## src/rtl/adbg_wb_burst_pkg.sv

```systemverilog
// Shared types and constants for the Wishbone burst sequencer:
// FSM state encoding, word-size codes and CRC-32 constants.
package adbg_wb_burst_pkg;

   typedef enum logic [1:0] {
      ST_IDLE  = 2'd0,
      ST_ISSUE = 2'd1,
      ST_WAIT  = 2'd2,
      ST_DONE  = 2'd3
   } state_t;

   localparam logic [3:0] WS_BYTE = 4'd1;
   localparam logic [3:0] WS_HALF = 4'd2;
   localparam logic [3:0] WS_WORD = 4'd4;

   localparam logic [31:0] CRC32_POLY = 32'hEDB8_8320;
   localparam logic [31:0] CRC32_INIT = 32'hFFFF_FFFF;

   // Unknown size codes behave as full words.
   function automatic logic [2:0] word_step(input logic [3:0] ws);
      case (ws)
         WS_BYTE: return 3'd1;
         WS_HALF: return 3'd2;
         default: return 3'd4;
      endcase
   endfunction

endpackage

```

## src/rtl/adbg_wb_burst_crc32.sv

```systemverilog
// Combinational CRC-32 update (reflected polynomial) consuming one 32-bit word
// LSB first. Only used when ADBG_WB_BURST_CRC_EN is defined.
module adbg_wb_burst_crc32
   import adbg_wb_burst_pkg::*;
(
   input  logic [31:0] crc_in,
   input  logic [31:0] data,
   output logic [31:0] crc_out
);

   function automatic logic [31:0] crc_step(input logic [31:0] c, input logic [31:0] d);
      logic [31:0] r;
      logic        fb;
      r = c;
      for (int i = 0; i < 32; i++) begin
         fb = r[0] ^ d[i];
         r  = (r >> 1) ^ (fb ? CRC32_POLY : 32'h0);
      end
      return r;
   endfunction

   assign crc_out = crc_step(crc_in, data);

endmodule

```

## src/rtl/adbg_wb_burst_ctrl.sv

```systemverilog
// Burst sequencer in front of the Wishbone BIU: one command becomes a run of
// single BIU accesses. Optional running CRC-32 under `ADBG_WB_BURST_CRC_EN.
module adbg_wb_burst_ctrl
   import adbg_wb_burst_pkg::*;
#(
   parameter int ADDR_WIDTH  = 32,
   parameter int DATA_WIDTH  = 32,
   parameter int CNT_WIDTH   = 16,
   parameter bit STOP_ON_ERR = 1'b1
) (
   input  logic                  biu_clk,
   input  logic                  biu_rstn,
   input  logic                  cmd_valid,
   output logic                  cmd_ready,
   input  logic                  cmd_rw,
   input  logic [ADDR_WIDTH-1:0] cmd_addr,
   input  logic [3:0]            cmd_word_size,
   input  logic [CNT_WIDTH-1:0]  cmd_count,
   input  logic                  wr_valid,
   output logic                  wr_ready,
   input  logic [DATA_WIDTH-1:0] wr_data,
   output logic                  rd_valid,
   input  logic                  rd_ready,
   output logic [DATA_WIDTH-1:0] rd_data,
   output logic                  busy,
   output logic                  done,
   output logic                  err,
   output logic                  biu_strb,
   output logic                  biu_rw,
   output logic [ADDR_WIDTH-1:0] biu_addr,
   output logic [3:0]            biu_word_size,
   output logic [DATA_WIDTH-1:0] biu_di,
   input  logic [DATA_WIDTH-1:0] biu_do,
   input  logic                  biu_rdy,
`ifdef ADBG_WB_BURST_CRC_EN
   output logic [31:0]           crc_o,
`endif
   input  logic                  biu_err
);

   state_t                 state;
   logic [CNT_WIDTH-1:0]   remaining;
   logic                   can_issue;
   logic                   complete;

   // A read may only be strobed when the single read holding slot is free
   // or is being emptied in the same cycle.
   assign can_issue = biu_rw ? (!rd_valid || rd_ready) : wr_valid;
   assign biu_strb  = (state == ST_ISSUE) && biu_rdy && can_issue;
   assign wr_ready  = biu_strb && !biu_rw;
   assign biu_di    = wr_data;
   assign complete  = (state == ST_WAIT) && biu_rdy;

   assign cmd_ready = (state == ST_IDLE);
   assign busy      = (state != ST_IDLE);
   assign done      = (state == ST_DONE);

   always_ff @(posedge biu_clk) begin
      if (!biu_rstn) begin
         state         <= ST_IDLE;
         remaining     <= '0;
         err           <= 1'b0;
         rd_valid      <= 1'b0;
         rd_data       <= '0;
         biu_addr      <= '0;
         biu_rw        <= 1'b1;
         biu_word_size <= WS_WORD;
      end else begin
         if (rd_valid && rd_ready)
            rd_valid <= 1'b0;
         case (state)
            ST_IDLE: begin
               if (cmd_valid) begin
                  biu_rw        <= cmd_rw;
                  biu_addr      <= cmd_addr;
                  biu_word_size <= cmd_word_size;
                  remaining     <= cmd_count;
                  err           <= 1'b0;
                  state         <= (cmd_count == '0) ? ST_DONE : ST_ISSUE;
               end
            end
            ST_ISSUE: begin
               if (biu_strb)
                  state <= ST_WAIT;
            end
            ST_WAIT: begin
               if (biu_rdy) begin
                  err <= err | biu_err;
                  // A new word overrides a same-cycle rd_ready drain.
                  if (biu_rw) begin
                     rd_data  <= biu_do;
                     rd_valid <= 1'b1;
                  end
                  remaining <= remaining - CNT_WIDTH'(1);
                  biu_addr  <= biu_addr + ADDR_WIDTH'(word_step(biu_word_size));
                  if (remaining == CNT_WIDTH'(1) || (biu_err && STOP_ON_ERR))
                     state <= ST_DONE;
                  else
                     state <= ST_ISSUE;
               end
            end
            ST_DONE: state <= ST_IDLE;
            default: state <= ST_IDLE;
         endcase
      end
   end

`ifdef ADBG_WB_BURST_CRC_EN
   logic [31:0] crc_q;
   logic [31:0] crc_next;
   logic [31:0] crc_data;

   assign crc_data = biu_rw ? biu_do : wr_data;

   adbg_wb_burst_crc32 u_crc (
      .crc_in  (crc_q),
      .data    (crc_data),
      .crc_out (crc_next)
   );

   // Writes fold in at BIU accept, reads at completion.
   always_ff @(posedge biu_clk) begin
      if (!biu_rstn)
         crc_q <= CRC32_INIT;
      else if (state == ST_IDLE && cmd_valid)
         crc_q <= CRC32_INIT;
      else if (wr_ready || (complete && biu_rw))
         crc_q <= crc_next;
   end

   assign crc_o = crc_q;
`endif

endmodule

```

## config.mk

```make
export PLATFORM = sky130hd
export DESIGN_NAME = adbg_wb_burst_ctrl
export DESIGN_NICKNAME = d
export VERILOG_FILES = /design/src/rtl/adbg_wb_burst_pkg.sv /design/src/rtl/adbg_wb_burst_crc32.sv /design/src/rtl/adbg_wb_burst_ctrl.sv
export SDC_FILE = /design/constraint.sdc
export NUM_CORES = 1
export LEC_CHECK = 0
export ABC_AREA = 1
export CAP_MARGIN = 0
export CORE_AREA = 2 2 94 96
export CTS_CLUSTER_SIZE = 12
export DETAILED_ROUTE_END_ITERATION = 8
export DIE_AREA = 0 0 96 98
export DONT_BUFFER_PORTS = 1
export GPL_TIMING_DRIVEN = 0
export PLACE_DENSITY = 0.81
export SYNTH_ARGS = -nofsm -noshare
export SYNTH_HDL_FRONTEND = slang
export SYNTH_HIERARCHICAL = 1
export SYNTH_SLANG_ARGS = --single-unit
export TNS_END_PERCENT = 1
```

## constraint.sdc

```tcl
create_clock -name biu_clk -period 4.9 [get_ports biu_clk]
set_clock_uncertainty 0.15 [all_clocks]
set_input_delay 1.47 -clock biu_clk [delete_from_list [all_inputs] [get_ports biu_clk]]
set_output_delay 1.47 -clock biu_clk [all_outputs]
set_load 0.05 [all_outputs]
```

# Word level (Yosys, flattened, before mapping)
# Index checks and enable logic that the tools add are counted.
dict set report totals {
  ff_bits 89
  latch_bits 0
  ram_bits 0
  rom_bits 0
  input_bits 124
  wordCells 60
  memories 0
}
dict set report classes {
  addsub 2
  mul 0
  div_mod_pow 0
  n_lt_le_gt_ge 0
  n_eq_ne 9
  shifts 0
  mux 24
  n_bitwise 1
  n_reduce_logical 16
}
# op count
set op_table {}
lappend op_table {{$mux W32} 2}
lappend op_table {{$pmux W32 S2} 1}
lappend op_table {{$add A32 B3 Y32} 1}
lappend op_table {{$mux W16} 2}
lappend op_table {{$pmux W16 S2} 1}
lappend op_table {{$eq A16 B1 Y1 const B} 1}
lappend op_table {{$logic_not A16 Y1} 1}
lappend op_table {{$sub A16 B1 Y16 const B} 1}
lappend op_table {{$mux W2} 5}
lappend op_table {{$mux W3} 3}
lappend op_table {{$reduce_and A3 Y1} 3}
lappend op_table {{$pmux W2 S4} 1}
lappend op_table {{$mux W1} 7}
lappend op_table {{$ne A2 B2 Y1 const B} 3}
lappend op_table {{$pmux W3 S2} 1}
lappend op_table {{$eq A2 B2 Y1 const B} 2}
lappend op_table {{$eq A4 B1 Y1 const B} 1}
lappend op_table {{$eq A4 B2 Y1 const B} 1}
lappend op_table {{$logic_and A1 B1 Y1} 4}
lappend op_table {{$reduce_bool A2 Y1} 2}
lappend op_table {{$eq A2 B1 Y1 const B} 1}
lappend op_table {{$logic_not A1 Y1} 2}
lappend op_table {{$logic_not A2 Y1} 1}
lappend op_table {{$logic_or A1 B1 Y1} 2}
lappend op_table {{other kinds (3)} 3}

# Depth between registers and ports, before layout
# Gate-level depths: netlist (run 1).
dict set report logic_depth {
  depth_word 8
  ltp_mapped 14
  ltp_nobuf 14
}

# Worst setup path after synthesis (run 1)
# OpenSTA, ideal clock, no wires.
dict set report synth_timing {
  kind {input-to-output}
  startpoint {input port rd_ready}
  endpoint {output port wr_ready}
  arrival_ns 2.311
  required_time_ns 3.280
  slack_ns 0.969
  cell_stages 4
  path_cell_list {nor2_1 nand2_1 nand4_1 nor2_1}
}
dict set report synth_via {
  elab_chain_cells 4
}
# element line
set synth_lines {}
lappend synth_lines {{start, declared} adbg_wb_burst_ctrl.sv:23} ;# input logic rd_ready,
lappend synth_lines {{$logic_or A1 B1 Y1} adbg_wb_burst_ctrl.sv:48} ;# assign can_issue = biu_rw ? (!rd_valid || rd_ready) : wr_valid;
lappend synth_lines {{$mux W1} adbg_wb_burst_ctrl.sv:48}
lappend synth_lines {{$logic_and A1 B1 Y1} adbg_wb_burst_ctrl.sv:49} ;# assign biu_strb = (state == ST_ISSUE) && biu_rdy && can_issue;
lappend synth_lines {{$logic_and A1 B1 Y1} adbg_wb_burst_ctrl.sv:50} ;# assign wr_ready = biu_strb && !biu_rw;
lappend synth_lines {{end, declared} adbg_wb_burst_ctrl.sv:20} ;# output logic wr_ready,
# Every way passes these cells.

# Worst setup path in the final report (run 1)
# Same ends and word-level chain as after synthesis.

==> results of run 1 <==
per-layer routing:
metal / routed length (microns) / GRT usage, %
met4: 549 / 13.4
met3: 2210 / 10.0
met2: 7880 / 59.0
met1: 5970 / 43.0
met5: 0 / 0
power breakdown:
group / leakage [nW] / internal, mW / switching, mW
Combinational: 1.40 / 0.417 / 0.868
Sequential: 0.731 / 0.902 / 0.690
Clock: 0.0977 / 0.211 / 0.303
cell families (layout without fill, tap and decap cells):
logic type | count (synthesis) | after routing | synth area share (%)
buffers and inverters | 120 | 136 | 11.6
and+or+nand+nor | 474 | 474 | 36.5
adders and majority gates | 6 | 6 | 1.57
xor gates and xnor gates | 6 | 6 | 0.996
AOI/OAI and AO/OA | 156 | 156 | 15.5
DFF | 89 | 89 | 33.8
area by class of cell:
cell class | instances | area, sq um
Clock inverter | 6 | 56.3
Sequential cell | 89 | 1780
Inverter | 52 | 195
Fill cell | 807 | 2860
Clock buffer | 10 | 138
Multi-Input combinational cell | 642 | 2880
Tap cell | 108 | 135
Buffer | 68 | 419
sequential cells by signal (all words and copies together) (netlist names):
register / count
biu_word_size: 4
state: 2
biu_rw: 1
rd_data: 32
rd_valid: 1
biu_addr: 32
err: 1
remaining: 16
cell usage in the layout, fill, tap and decap left out, drive strengths merged, types with 2 or more instances in the layout:
cell    instances
or2             5
dfxtp          89
o21ai          84
nor4            2
a31oi           6
nand3b         10
nand3          36
ha              5
a211oi          2
o211ai          4
inv            56
buf            47
nand2         198
clkbuf         31
nor2          210
xor2            5
nand4           6
a21oi          58
nor3            6
worst paths after layout:
kind / end / startpoint
setup / recovery: wr_ready / rd_ready
hold / removal: remaining[10] / remaining[10]
setup reg to reg: biu_addr[22] / biu_word_size[2]
hold reg to reg: remaining[10] / remaining[10]
through the flow:
step	setup WS (ps)	hold WS (ps)	std cells
floorplan	969	312	851
global placement	940	332	959
detailed placement	902	340	959
CTS	900	355	975
global route	864	385	975
finish	899	361	975
critical path, stage by stage:
cell	delay, ps
nor2_1	30
nand2_1	50
nand4_1	110
nor2_1	710
==> flow_summary.json, run 1 <==
{
  "nets": 992,
  "post_drt_wl_per_cell_microns": 17.0,
  "maxSlewViolCount": 0,
  "ys_top_cells_by_count": "nor2_1, nand2_1, dfxtp_1, o21ai_0, a21oi_1",
  "antenna_found_initial": 0,
  "syn-num-nets": 981,
  "viasPerCell": 5.95,
  "synth_top_area_share_pct": 33.8,
  "hold_path.class": "flip-flop to flip-flop",
  "grt_max_degree": 18,
  "initial_core_util_pct": 62.3,
  "worstHoldPathCells": 2,
  "dp_hpwl_microns": 12700,
  "cts_resized": 0,
  "clockRootBuffer": "clkbuf_8",
  "crit_fanout": 2,
  "end_kind": "output pin",
  "tritoncts": "built",
  "power.leakage_nw": 2.23,
  "first_pass_iters": 7,
  "fp.dieW_microns": 96,
  "drtIter0Drc": 461,
  "num_vias": 5802,
  "cts_hold_buf": 0,
  "power_per_cell_area_nw_per_um2": 605,
  "port_buffers": 0,
  "ant_nets": 0,
  "ys_types": 35,
  "worst_setup_path_start_kind": "input pin",
  "ys_ff_latch": 89,
  "cts_htree_levels": 3,
  "hold_viol": 0,
  "ys_warn_count": 6,
  "fin_util_pct": 66.2,
  "yosys.area.top_type": "dfxtp_1",
  "cts-buffers-inserted": 9,
  "diodes": 0,
  "dieArea_sq_um": 9410,
  "rows": 34,
  "period_minus_slack_ps": 4000,
  "clk_latency_ps": 380,
  "drive_above_1_share_pct": 9.00,
  "rsz0062_at_grt": "no",
  "ir_worst_vdd_v": 0.000382,
  "final_area_sq_um": 5610,
  "cap_violations": 0,
  "yosysMostFrequentCell": "nor2_1",
  "r2r_cells": 12,
  "maxSlewHeadroom_pct": 34.7,
  "clk_pin_slew_ps": 100,
  "required_ps": 3280,
  "synth_area_leaders": "dfxtp_1, nor2_1, nand2_1",
  "grt.total_usage_pct": 35.5,
  "synth_edf_count": 0,
  "worstSetupPathType": "input pin to output pin",
  "core_region_area_sq_um": 8470,
  "die_h_microns": 98,
  "fmax_mhz": 250,
  "overflow": 0,
  "arrival_ps": 2380,
  "worst_slew_pin_slew_ps": 976,
  "cts_setup_buffers": 0,
  "setup_viol": 0,
  "grt_pass1_wl_microns": 26000,
  "status": "completed",
  "grt_pass1_vias": 5340,
  "total_power_mw": 3.39,
  "wirelength_microns": 16600,
  "clock_tree.buffer_depth": 2,
  "place_congestion": 1.03,
  "io_pins": 232,
  "cts.sinks": 89,
  "r2r_slack_ps": 1860,
  "synth_area_sq_um": 5280,
  "synth_flop_cell": "dfxtp_1",
  "async_reset_ff_share_pct": 0,
  "synthCells": 851,
  "fin_tns_setup_ps": 0,
  "dpl_cell_area_sq_um": 5410,
  "drc": 0,
  "syn2layout_area_growth_pct": 6.24,
  "fin_crit_sh_pct": 81.7,
  "synth_seq_area_share_pct": 33.8,
  "postSynthAreaPerCell_sq_um": 6.20
}
Power figures use the tool's default switching activity.
==> inputs of run 2 (changes only) <==
Settings changed: CORE_AREA 2 2 94 96 to 2 2 99 101, DIE_AREA 0 0 96 98 to 0 0 101 103, PLACE_DENSITY 0.81 to 0.77.
Clock period 4.9 ns to 3.4 ns, I/O delays scaled along.
==> flow_summary.json, run 2 (same netlist as run 1, synthesis figures left out) <==
{
  "status": "completed",
  "post_drt_wl_per_cell_microns": 17.1,
  "pre_cts_slack_ps": 328,
  "final_area_sq_um": 5660,
  "power_per_cell_area_nw_per_um2": 893,
  "rsz0062_at_grt": "no",
  "syn2layout_area_growth_pct": 7.33,
  "layout_commonest_cell": "nor2_1",
  "worstReg2RegStart": "biu_word_size[2]",
  "drtIter0Drc": 476,
  "overflow": 0,
  "fmax_mhz": 305,
  "fin_crit_sh_pct": 96.4,
  "fp.dieW_microns": 101,
  "grt_pass1_vias": 5228,
  "drive_above_1_share_pct": 8.89,
  "clock_tree.buffer_depth": 2,
  "dieArea_sq_um": 10400,
  "nets": 992,
  "instances_no_fill": 982,
  "core_region_area_sq_um": 9460,
  "dp_hpwl_microns": 12700,
  "setup_viol": 0,
  "r2r_slack_ps": 360,
  "slowest_delay_ps": 740,
  "holdWs_ps": 352,
  "cp_num_buf_inv": 0,
  "fill_cells": 960,
  "num_vias": 5648,
  "worst_slack_ps": 122,
  "worstSetupPathType": "flip-flop to output pin",
  "clk_latency_ps": 370,
  "dpl_cell_area_sq_um": 5420,
  "ant_nets": 0,
  "top_regs": "biu_addr (32), rd_data (32), remaining (16)",
  "io_pins": 232,
  "required_ps": 2230,
  "crit_fanout": 6,
  "cts.sinks": 89,
  "wirelength_microns": 16800,
  "antenna_found_initial": 2,
  "drc": 0,
  "port_buffers": 0,
  "cp_top_family": "simple AND/OR/NAND/NOR gates",
  "cts_resized": 0,
  "total_power_mw": 5.06,
  "maxSlewViolCount": 0,
  "cap_violations": 0,
  "worst_slew_pin_slew_ps": 967,
  "swShare_pct": 52.7,
  "pwr-share-comb_pct": 36.8,
  "arrival_ps": 2110,
  "cts_htree_levels": 3,
  "power.share.clock_pct": 17.9,
  "clockRootBuffer": "clkbuf_8",
  "ir_worst_vdd_v": 0.000427,
  "place_congestion": 0.989,
  "grt_max_degree": 16,
  "grt_pass1_wl_microns": 25400,
  "end_kind": "output pin",
  "first_pass_iters": 5,
  "cts-buffers-inserted": 9,
  "die_h_microns": 103,
  "grt.total_usage_pct": 31.6,
  "crit_path_start": "biu_rw",
  "initial_core_util_pct": 55.8,
  "seq_area_sq_um": 1780,
  "hold_path.class": "flip-flop to flip-flop",
  "power.net_switching_mw": 2.67,
  "hp-start": "remaining[10]",
  "layout_common_cells": "nor2_1, nand2_1, dfxtp_1, o21ai_0, a21oi_1",
  "tritoncts": "built",
  "fin_util_pct": 59.9,
  "p_int_mw": 2.39,
  "power.leakage_nw": 2.24,
  "critical_path.slowest_cell": "dfxtp_1",
  "hold_viol": 0,
  "maxSlewHeadroom_pct": 35.3,
  "viasPerCell": 5.75,
  "cts_hold_buf": 0,
  "cts_setup_buffers": 0,
  "period_minus_slack_ps": 3280,
  "dp.cells": 965,
  "rows": 36,
  "clk_pin_slew_ps": 100,
  "crit_chain": "or2_2 -> nand4_1 -> nor2_1",
  "fin_tns_setup_ps": 0,
  "sequentialPowerShare_pct": 45.3,
  "multiInputGateArea_sq_um": 2880,
  "worst_setup_path_start_kind": "flip-flop"
}
-- run 2: cell count changes in the layout (fill, tap and decap cells not counted) --
| cell | change |
|---|---|
| diode_2 | +2 |
| bufinv_16 | +3 |
| inv_6 | -1 |
| clkbuf_8 | -1 |
| inv_8 | -2 |
-- run 2: worst paths after layout --
path                   end  cells past startpoint
max               wr_ready                      3
min          remaining[10]                      2
max reg2reg   biu_addr[18]                     13
min reg2reg  remaining[10]                      2
-- run 2: metal layers --
metal	vias to the layer above	wire length (microns)	global-route usage [%]
li1	2728	-	-
met1	2538	6520	38.2
met2	335	7750	51.9
met3	47	1860	8.47
met4	0	668	16.0
met5	-	0	0
-- run 2: worst register-to-register path: cells and delay by family (launching register included) --
family / cells / cell delay, ps
flops: 1 / 500
fa+ha+maj: 1 / 340
simple gates: 11 / 1870
compound gates: 1 / 60
-- run 2: layout make-up --
type	count	area share, %
multi-input combinational	642	50.9
sequential	89	31.5
buffer	68	7.40
inverter	52	3.45
tap	114	2.52
clock buffer	9	2.19
clock inverter	6	2.03
antenna	2	0.0884
-- run 2: power groups by stage --
stage               logic, mW  clock network [mW]  registers [mW]
global placement         1.77                   0            2.29
floorplan                1.43                   0            2.19
global route             2.07               0.960            2.33
CTS                      1.83               0.920            2.28
detailed placement       1.82                   0            2.30
finish                   1.86               0.906            2.29
==> inputs of run 3 (changes only) <==
Settings changed: CTS_CLUSTER_DIAMETER set to 100, REMOVE_ABC_BUFFERS set to 1.
==> flow_summary.json, run 3 (same netlist as run 1, synthesis figures left out) <==
{
  "clk_latency_ps": 370,
  "antenna_found_initial": 0,
  "routed.top_layer": "met5",
  "total_power_mw": 4.66,
  "status": "completed",
  "post_drt_wl_per_cell_microns": 17.2,
  "final_area_sq_um": 5280,
  "r2r_slack_ps": 290,
  "drive_above_1_share_pct": 4.62,
  "clock_tree.buffer_depth": 2,
  "fill_cells": 928,
  "critical_path_depth": 3,
  "hp-start": "remaining[10]",
  "clockRootBuffer": "clkbuf_8",
  "worstSetupPathType": "flip-flop to output pin",
  "ir_worst_vdd_v": 0.000434,
  "crit_chain": "or2_2 -> nand4_1 -> nor2_1",
  "ant_nets": 0,
  "tritoncts": "built",
  "layout_commonest_cell": "nor2_1",
  "pre_cts_slack_ps": -1670,
  "r2r_cells": 6,
  "setup_viol": 0,
  "drt-met1-wl_microns": 6270,
  "required_ps": 2230,
  "core_region_area_sq_um": 9460,
  "grt.total_usage_pct": 29.3,
  "diodes": 0,
  "overflow": 0,
  "worst_setup_path_start_kind": "flip-flop",
  "holdWs_ps": 351,
  "hold_path.class": "flip-flop to flip-flop",
  "cts_htree_levels": 3,
  "dieArea_sq_um": 10400,
  "first_pass_iters": 5,
  "num_vias": 5328,
  "maxSlewHeadroom_pct": 39.9,
  "place_congestion": 0.944,
  "fmax_mhz": 302,
  "viasPerCell": 5.82,
  "cts_hold_buf": 0,
  "crit_path_start": "biu_rw",
  "drc": 0,
  "fin_util_pct": 55.8,
  "grt_max_degree": 68,
  "clk_pin_slew_ps": 100,
  "dp_hpwl_microns": 11400,
  "fp.dieW_microns": 101,
  "arrival_ps": 2140,
  "io_pins": 232,
  "timing.rr.end": "rd_data[4]",
  "drtIter0Drc": 234,
  "syn2layout_area_growth_pct": 0.119,
  "top_regs": "biu_addr (32), rd_data (32), remaining (16)",
  "maxSlewViolCount": 0,
  "layout_common_cells": "nor2_1, nand2_1, dfxtp_1, o21ai_0, a21oi_1",
  "worst_slack_ps": 89.2,
  "wirelength_microns": 15700,
  "fin_crit_sh_pct": 97.4,
  "cap_violations": 0,
  "cp_num_buf_inv": 0,
  "cp_top_family": "simple AND/OR/NAND/NOR gates",
  "wl_met3_microns": 2090,
  "rsz0062_at_grt": "no",
  "crit_fanout": 6,
  "initial_core_util_pct": 55.8,
  "endpoint": "wr_ready",
  "port_buffers": 0,
  "wl_met2_microns": 7100,
  "rows": 36,
  "critical_path.slowest_cell": "dfxtp_1",
  "power.leakage_nw": 1.99,
  "cts.sinks": 89,
  "nets": 926,
  "slowest_delay_ps": 750,
  "cts_setup_buffers": 0,
  "worst_slew_pin_slew_ps": 899,
  "grt_pass1_wl_microns": 23800,
  "power_per_cell_area_nw_per_um2": 882,
  "cts-buffers-inserted": 9,
  "hold_viol": 0,
  "period_minus_slack_ps": 3310,
  "dpl_cell_area_sq_um": 5000,
  "grt_pass1_vias": 4810,
  "end_kind": "output pin",
  "worstReg2RegStart": "state[1]",
  "die_h_microns": 103
}
run 3: metal layers:
layer	global-route usage [%]	vias to the layer above
met5	4.81	-
met4	6.65	2
met3	16.1	23
met2	47.1	292
met1	34.2	2419
li1	-	2592
run 3: layout make-up:
type,count,area [sq um],area share [%]
multi-input combinational,642,2890,54.7
timing repair inverter,1,7.51,0.142
clock inverter,6,90.1,1.71
tap,114,143,2.70
sequential,89,1790,33.8
clock buffer,10,138,2.61
timing repair buffer,1,27.5,0.521
inverter,52,204,3.86
run 3: what timing repair did:
action	4_1_cts	5_1_grt
endpoints found under the setup margin	91	17
resized for setup	7	1
cloned	0	1
run 3: how the worst min path moves through the flow:
| stage | to | slack [ps] | cells past startpoint |
|---|---|---|---|
| finish | remaining[10] | 350 | 2 |
| global placement | remaining[13] | 340 | 2 |
| CTS | remaining[10] | 350 | 2 |
| floorplan | remaining[10] | 310 | 2 |
| global route | remaining[14] | 390 | 2 |
| detailed placement | remaining[10] | 340 | 2 |
run 3: metrics by stage:
step                std cells  TNS, ps
floorplan                 783        0
global placement          897   -79590
detailed placement        897   -87620
CTS                       913        0
global route              915        0
finish                    915        0
run 3: power breakdown:
group / switching, mW / internal [mW]
registers: 1.03 / 1.30
logic: 0.989 / 0.496
clock network: 0.399 / 0.437
total: 2.42 / 2.24
run 3: worst min-delay path, cell delays in order (launching register included):
cell and delay, ps:
dfxtp_1 340, nand2_1 70, a21oi_1 50
